## config.mk

```make
export PLATFORM = sky130hd
export DESIGN_NAME = renode_ahb_manager_core
export DESIGN_NICKNAME = d
export VERILOG_FILES = /design/src/rtl/renode_ahb_manager_core.sv
export SDC_FILE = /design/constraint.sdc
export NUM_CORES = 1
export LEC_CHECK = 0
export BUFFER_PORTS_ARGS = -buffer_cell sky130_fd_sc_hd__buf_2
export CORE_MARGIN = 3
export CORE_UTILIZATION = 51
export DETAILED_ROUTE_END_ITERATION = 10
export GPL_TIMING_DRIVEN = 0
export PLACE_DENSITY = 0.85
export SYNTH_ARGS = -nofsm -noshare
export SYNTH_HDL_FRONTEND = slang
export SYNTH_SLANG_ARGS = --single-unit
```

## constraint.sdc

```tcl
create_clock -name HCLK -period 2.3 [get_ports HCLK]
set_input_delay 0.345 -clock HCLK [delete_from_list [all_inputs] [get_ports HCLK]]
set_output_delay 0.345 -clock HCLK [all_outputs]
set_load 0.01 [all_outputs]
```

## src/rtl/renode_ahb_manager_core.sv

```systemverilog
// AHB-Lite manager engine: turns a valid/ready request stream into single NONSEQ transfers.
// Define RENODE_AHB_MANAGER_PIPELINE_EN to overlap the next address phase with the current data phase.
module renode_ahb_manager_core #(
    parameter int unsigned ADDR_WIDTH = 32,
    parameter int unsigned DATA_WIDTH = 32
) (
    input  logic                  HCLK,
    input  logic                  HRESETn,
    input  logic                  req_valid,
    output logic                  req_ready,
    input  logic [ADDR_WIDTH-1:0] req_addr,
    input  logic                  req_write,
    input  logic [2:0]            req_size,
    input  logic [DATA_WIDTH-1:0] req_wdata,
    output logic                  rsp_valid,
    output logic [DATA_WIDTH-1:0] rsp_rdata,
    output logic                  rsp_error,
    output logic [ADDR_WIDTH-1:0] HADDR,
    output logic [1:0]            HTRANS,
    output logic                  HWRITE,
    output logic [2:0]            HSIZE,
    output logic [2:0]            HBURST,
    output logic [3:0]            HPROT,
    output logic                  HMASTLOCK,
    output logic [DATA_WIDTH-1:0] HWDATA,
    input  logic [DATA_WIDTH-1:0] HRDATA,
    input  logic                  HREADY,
    input  logic                  HRESP
);

    typedef enum logic [1:0] {
        HT_IDLE   = 2'b00,
        HT_NONSEQ = 2'b10
    } htrans_e;

    // Address slot (A): its fields drive HADDR/HWRITE/HSIZE directly.
    logic                  a_valid_q, a_valid_d;
    logic [ADDR_WIDTH-1:0] a_addr_q,  a_addr_d;
    logic                  a_write_q, a_write_d;
    logic [2:0]            a_size_q,  a_size_d;
    logic [DATA_WIDTH-1:0] a_wdata_q, a_wdata_d;
    htrans_e               htrans_q,  htrans_d;

    // Data slot (D) and response registers.
    logic                  d_valid_q, d_valid_d;
    logic                  d_write_q, d_write_d;
    logic [DATA_WIDTH-1:0] hwdata_q,  hwdata_d;
    logic                  rsp_valid_q, rsp_valid_d;
    logic [DATA_WIDTH-1:0] rsp_rdata_q, rsp_rdata_d;
    logic                  rsp_error_q, rsp_error_d;

    logic a_done;
    logic d_done;
    logic ready_raw;
    logic accept;

    assign a_done = a_valid_q && (htrans_q == HT_NONSEQ) && HREADY && !HRESP;
    assign d_done = d_valid_q && HREADY;

`ifdef RENODE_AHB_MANAGER_PIPELINE_EN
    logic d_err_first;
    assign d_err_first = d_valid_q && HRESP && !HREADY;
    assign ready_raw   = (!a_valid_q || a_done) && !d_err_first;
`else
    assign ready_raw   = !a_valid_q && (!d_valid_q || HREADY);
`endif

    assign req_ready = HRESETn && ready_raw;
    assign accept    = req_valid && req_ready;

    always_comb begin
        a_valid_d = a_valid_q;
        a_addr_d  = a_addr_q;
        a_write_d = a_write_q;
        a_size_d  = a_size_q;
        a_wdata_d = a_wdata_q;
        if (a_done) begin
            a_valid_d = 1'b0;
        end
        if (accept) begin
            a_valid_d = 1'b1;
            a_addr_d  = req_addr;
            a_write_d = req_write;
            a_size_d  = req_size;
            a_wdata_d = req_wdata;
        end

        // A pending slot stays on the bus until taken; a first ERROR cycle in D
        // pulls it to IDLE for one cycle and it is re-presented afterwards.
        htrans_d = a_valid_d ? HT_NONSEQ : HT_IDLE;
`ifdef RENODE_AHB_MANAGER_PIPELINE_EN
        if (d_err_first) begin
            htrans_d = HT_IDLE;
        end
`endif

        d_valid_d = d_valid_q;
        d_write_d = d_write_q;
        hwdata_d  = hwdata_q;
        if (d_done) begin
            d_valid_d = 1'b0;
        end
        if (a_done) begin
            d_valid_d = 1'b1;
            d_write_d = a_write_q;
            hwdata_d  = a_wdata_q;
        end

        rsp_valid_d = d_done;
        rsp_rdata_d = (d_done && !d_write_q) ? HRDATA : '0;
        rsp_error_d = d_done && HRESP;
    end

    always_ff @(posedge HCLK or negedge HRESETn) begin
        if (!HRESETn) begin
            a_valid_q   <= 1'b0;
            a_addr_q    <= '0;
            a_write_q   <= 1'b0;
            a_size_q    <= '0;
            a_wdata_q   <= '0;
            htrans_q    <= HT_IDLE;
            d_valid_q   <= 1'b0;
            d_write_q   <= 1'b0;
            hwdata_q    <= '0;
            rsp_valid_q <= 1'b0;
            rsp_rdata_q <= '0;
            rsp_error_q <= 1'b0;
        end else begin
            a_valid_q   <= a_valid_d;
            a_addr_q    <= a_addr_d;
            a_write_q   <= a_write_d;
            a_size_q    <= a_size_d;
            a_wdata_q   <= a_wdata_d;
            htrans_q    <= htrans_d;
            d_valid_q   <= d_valid_d;
            d_write_q   <= d_write_d;
            hwdata_q    <= hwdata_d;
            rsp_valid_q <= rsp_valid_d;
            rsp_rdata_q <= rsp_rdata_d;
            rsp_error_q <= rsp_error_d;
        end
    end

    assign HADDR     = a_addr_q;
    assign HWRITE    = a_write_q;
    assign HSIZE     = a_size_q;
    assign HTRANS    = htrans_q;
    assign HWDATA    = hwdata_q;
    assign HBURST    = 3'b000;
    assign HPROT     = 4'b0011;
    assign HMASTLOCK = 1'b0;
    assign rsp_valid = rsp_valid_q;
    assign rsp_rdata = rsp_rdata_q;
    assign rsp_error = rsp_error_q;

endmodule

```

==> results.sh, run 1 <==
export IMPL_status="finished with violations"
export IMPL_violations="negative hold slack"
export IMPL_final_common_cell="buf_2"
export IMPL_ant_nets=0
export IMPL_clk_latency_ps=500
export IMPL_drt_iter0_drc=103
export IMPL_grt_antenna_before_repair=0
export IMPL_synth_area_sq_mm=0.00500
export IMPL_slew_violations=0
export IMPL_post_cts_resized=0
export IMPL_r2r_cells=3
export IMPL_fp_dieW_um=105
export IMPL_start_util=0.533
export IMPL_slew_headroom=0.597
export IMPL_port_buffers=208
export IMPL_worst_pin_slew_ps=604
export IMPL_whs_ps=-164
export IMPL_yosysSeqAreaShare=0.686
export IMPL_cts_buffer_depth=2
export IMPL_p_per_area_mw_per_mm2=1320
export IMPL_cts_tree="yes"
export IMPL_rows=35
export IMPL_setup_viol=0
export IMPL_critical_path_endpoint_type="output port"
export IMPL_die_area_sq_mm=0.0110
export IMPL_cts_buffers=17
export IMPL_wl_um=10900
export IMPL_synth_cell_types=16
export IMPL_dp_hpwl_um=8140
export IMPL_clk_pin_slew_ps=60
export IMPL_fin_nets=645
export IMPL_finalCritPeriodShare=0.841
export IMPL_grt_max_degree=75
export IMPL_clockPowerShare=0.305
export IMPL_place_congestion=0.748
export IMPL_vias_per_cell=4.75
export IMPL_rsz0062_at_grt="no"
export IMPL_ys_warn_count=0
export IMPL_synth_seq_cells=137
export IMPL_fp_coreArea_sq_mm=0.00937
export IMPL_grt_pass1_wl_um=17500
export IMPL_power_switching_w=0.00253
export IMPL_grtUsageTotal=0.205
export IMPL_fmax_mhz=517
export IMPL_grt_overflow_total=0
export IMPL_switching_share=0.281
export IMPL_fin_tns_setup_ps=0
export IMPL_finClkSkew_ps=8.32
export IMPL_crit_path_cell_trace="buf_6 -> buf_16 -> and3b_1 -> buf_2"
export IMPL_critPathLaunchType="input pin"
export IMPL_vias=3222
export IMPL_internal_power_w=0.00649
export IMPL_pwr_share_seq=0.424
export IMPL_cts_htree_levels=4
export IMPL_drt_pass1_iter_count=4
export IMPL_grt_pass1_vias=3490
export IMPL_die_h_um=105
export IMPL_crit_fanout=74
export IMPL_post_cts_buffers=0
export IMPL_cpPeakStageDelay_ps=450
export IMPL_drc=0
export IMPL_drive_gt1_frac=0.640
export IMPL_ir_drop_mv=0.730
export IMPL_cts_sinks=137
export IMPL_comb_power_share=0.270
export IMPL_required_ps=1960
export IMPL_syn_inst=305
export IMPL_antennaDiodeCount=0
export IMPL_cap_violations=0
export IMPL_leakagePower_nw=3.59
export IMPL_critPathSlowestCell="buf_6"
export IMPL_finalHoldViolCount=65
export IMPL_num_io_pins=218
export IMPL_crit_type="input pin to output port"
export IMPL_area_growth_pct=37.3
export IMPL_avgSynthCellArea_sq_um=16.4
export IMPL_root_buffer="clkbuf_8"
export IMPL_wl_per_cell_um=16.0
export IMPL_period_needed_ps=1930
export IMPL_min_path_type="input pin to asynchronous set/reset pin"
export IMPL_critical_path_arrival_ps=1590
export IMPL_final_cell_mix="buf_2 (215), dfrtp_1 (137), mux2_2 (92)"
==> path summary, 6_finish.rpt <==
| path | startpoint | endpoint | slack, ps |
|---|---|---|---|
| worst max-delay path | HRESETn | req_ready | 370 |
| worst min-delay path | HRESETn | HWDATA[12] | -160 |
| worst max register to register | a_valid_q | HWDATA[11] | 670 |
| worst min register to register | HADDR[27] | HADDR[27] | 490 |
| max in group asynchronous | HRESETn | d_valid_q | 1710 |
| min in group HCLK | HRDATA[22] | rsp_rdata[22] | 50 |
==> flip-flops by register name (all words and copies together), names as in the netlist <==
name,flops
a_wdata_q,32
HADDR,32
HWDATA,32
HWRITE,1
rsp_error,1
a_valid_q,1
HSIZE,3
d_write_q,1
rsp_rdata,32
rsp_valid,1
d_valid_q,1
==> layout make-up <==
type	instances	area (sq um)
flip-flops and latches	137	3430
fillers	643	2510
multi-input cells	152	1450
repair buffers	209	1070
clock buffers	18	428
clock inverters	11	173
well taps	129	161
plain buffers	23	145
==> power by group through the flow <==
stage	Combinational, W	Clock (W)	Sequential [W]
floorplan	0.00110	0	0.00412
global placement	0.00239	0	0.00378
detailed placement	0.00248	0	0.00387
CTS	0.00249	0.00280	0.00384
global route	0.00264	0.00291	0.00396
finish	0.00244	0.00276	0.00383
==> critical path, delay by kind of cell <==
| kind | cells | cell delay (ps) |
|---|---|---|
| and+or+nand+nor | 1 | 220 |
| buffers and inverters | 3 | 960 |
==> metrics by stage <==
stage | utilization | total power (W) | cells | worst slack (ps) | area [sq um]
2_1_floorplan | - | 0.00522 | 312 | 901 | 5020
3_3_place_gp | 0.664 | 0.00618 | 649 | -1740 | 6230
3_5_place_dp | 0.668 | 0.00636 | 650 | -92.2 | 6260
4_1_cts | 0.732 | 0.00913 | 679 | 302 | 6860
5_1_grt | 0.732 | 0.00951 | 679 | 166 | 6860
6_report | 0.732 | 0.00902 | 679 | 366 | 6860
==> cells by family (layout without fill, tap and decap cells) <==
| group | Yosys count | count (layout) | share of synthesized area |
|---|---|---|---|
| other | 2 | 9 | 0.00150 |
| and+or+nand+nor | 42 | 42 | 0.0558 |
| muxes | 101 | 101 | 0.228 |
| buffers and inverters | 23 | 261 | 0.0290 |
| DFF | 137 | 137 | 0.686 |
==> layer usage <==
layer,GRT usage,up-vias,share of wire
li1,-,1477,-
met1,0.254,1601,0.41
met2,0.341,142,0.51
met3,0.0716,2,0.077
met4,0.0619,0,0.0043
met5,0,-,0
==> synthesized netlist by cell type <==
cell type	count	area share
dfrtp_1	137	0.69
conb_1	2	0.0015
and3b_1	1	0.0018
nand3b_1	1	0.0015
nand4b_4	1	0.0048
mux2_2	92	0.21
buf_6	1	0.0023
mux2_1	9	0.020
nand2b_2	1	0.0018
buf_4	11	0.017
nand2_1	3	0.0023
clkbuf_1	3	0.0023
buf_2	8	0.0080
nor2b_1	1	0.0013
and2_1	33	0.041
and3_1	1	0.0013
Note: power is estimated with default switching activity, not from simulation.
==> run 2: changes to the inputs <==
CORE_UTILIZATION = 47   (was 51)
PLACE_DENSITY = 0.79   (was 0.85)
clock period = 1.8 ns   (was 2.3 ns; I/O delays follow)
==> results.sh, run 2 (synthesized netlist as in run 1, its figures left out) <==
export IMPL_status="finished with violations"
export IMPL_violations="negative hold slack"
export IMPL_post_cts_resized=0
export IMPL_grt_max_degree=97
export IMPL_p_per_area_mw_per_mm2=1470
export IMPL_dp_slack_ps=-443
export IMPL_period_needed_ps=1590
export IMPL_crit_type="flop to output port"
export IMPL_drc=0
export IMPL_cts_sinks=137
export IMPL_finClkSkew_ps=7.94
export IMPL_finalCritPeriodShare=0.884
export IMPL_grt_pass1_vias=4052
export IMPL_cts_tree="yes"
export IMPL_cpPeakStageDelay_ps=400
export IMPL_clk_pin_slew_ps=60
export IMPL_rows=37
export IMPL_vias=3649
export IMPL_fmax_mhz=629
export IMPL_root_buffer="clkbuf_8"
export IMPL_grt_pass1_wl_um=19800
export IMPL_cts_htree_levels=4
export IMPL_dp_hpwl_um=7700
export IMPL_seq_area_sq_mm=0.00343
export IMPL_drt_iter0_drc=94
export IMPL_port_buffers=208
export IMPL_die_area_sq_mm=0.0119
export IMPL_leakagePower_nw=4.01
export IMPL_grtUsageTotal=0.221
export IMPL_area_growth_pct=58.0
export IMPL_finalHoldViolCount=94
export IMPL_fin_nets=748
export IMPL_grt_antenna_before_repair=0
export IMPL_wl_per_cell_um=16.0
export IMPL_setup_viol=0
export IMPL_drive_gt1_frac=0.544
export IMPL_critPathSlowestCell="dfrtp_1"
export IMPL_crit_fanout=3
export IMPL_rsz0062_at_grt="no"
export IMPL_required_ps=1530
export IMPL_final_common_cell="buf_2"
export IMPL_fin_tns_setup_ps=0
export IMPL_cap_violations=0
export IMPL_slew_violations=0
export IMPL_ir_drop_mv=0.740
export IMPL_fp_coreArea_sq_mm=0.0103
export IMPL_antennaDiodeCount=0
export IMPL_min_path_type="input pin to asynchronous set/reset pin"
export IMPL_grt_overflow_total=0
export IMPL_fp_dieW_um=109
export IMPL_critical_path_arrival_ps=1320
export IMPL_die_h_um=109
export IMPL_num_io_pins=218
export IMPL_wl_um=12700
export IMPL_worst_slack_ps=209
export IMPL_fillers=587
export IMPL_ant_nets=0
export IMPL_crit_path_cell_trace="nand2b_2 -> and3b_1 -> buf_2"
export IMPL_vias_per_cell=4.61
export IMPL_critPathLaunchType="flop"
export IMPL_cts_buffers=17
export IMPL_cts_buffer_depth=2
export IMPL_p_total_w=0.0116
export IMPL_place_congestion=0.716
export IMPL_clk_latency_ps=510
export IMPL_multi_input_area_sq_mm=0.00145
export IMPL_cts_hold_buffers_added=103
export IMPL_drt_pass1_iter_count=5
export IMPL_final_cell_mix="buf_2 (215), dfrtp_1 (137), dlygate4sd3_1 (101)"
export IMPL_whs_ps=-205
export IMPL_critical_path_endpoint_type="output port"
export IMPL_start_util=0.484
## run 2: area by class of cell
class / count / share of cell area
multi-input cells: 152 / 0.184
repair buffers: 312 / 0.269
flip-flops and latches: 137 / 0.434
clock inverters: 14 / 0.0189
plain buffers: 23 / 0.0184
clock buffers: 18 / 0.0542
well taps: 136 / 0.0215
## run 2: metrics by stage
| stage | area (sq um) | cells | hold slack [ps] | utilization |
|---|---|---|---|---|
| global placement | 6230 | 656 | 472 | 0.604 |
| CTS | 7900 | 792 | -208 | 0.765 |
| global route | 7900 | 792 | -188 | 0.765 |
| finish | 7900 | 792 | -205 | 0.765 |
| floorplan | 5020 | 312 | -25.6 | - |
| detailed placement | 6270 | 657 | 216 | 0.607 |
## run 2: power by group
part           switching, W  total (W)  internal, W
logic               0.00148    0.00335      0.00187
clock network       0.00130    0.00331      0.00201
registers          0.000601    0.00491      0.00431
## run 2: per-layer routing
| metal | wire length (um) | GRT usage | share of wire | vias to the layer above |
|---|---|---|---|---|
| li1 | - | - | - | 1698 |
| met1 | 4730 | 0.239 | 0.37 | 1782 |
| met2 | 6650 | 0.399 | 0.53 | 152 |
| met3 | 1090 | 0.0716 | 0.086 | 17 |
| met4 | 201 | 0.0866 | 0.016 | 0 |
| met5 | 0 | 0 | 0 | - |
## run 2: worst max-delay path: cells and delay by family (launching register included)
family                 cells  cell delay (ps)
buffers and inverters      1              140
flip-flops                 1              400
AND/OR/NAND/NOR            2              270
## run 2: path summary, 6_finish.rpt
| kind | depth (start not counted) | to | start | slack, ps |
|---|---|---|---|---|
| worst min-delay path | 2 | HWDATA[5] | HRESETn | -210 |
| worst max register to register | 3 | HWDATA[21] | a_valid_q | 250 |
| min in group HCLK | 2 | rsp_error | HRESP | 30 |
| max in group asynchronous | 4 | rsp_rdata[21] | HRESETn | 1170 |
| worst max-delay path | 3 | req_ready | d_valid_q | 210 |
| worst min register to register | 1 | HADDR[23] | HADDR[23] | 490 |
## run 2: repair_timing
item,CTS,global route
buffers inserted,0,0
endpoints found under the setup margin,0,0
hold endpoints to repair,143,94
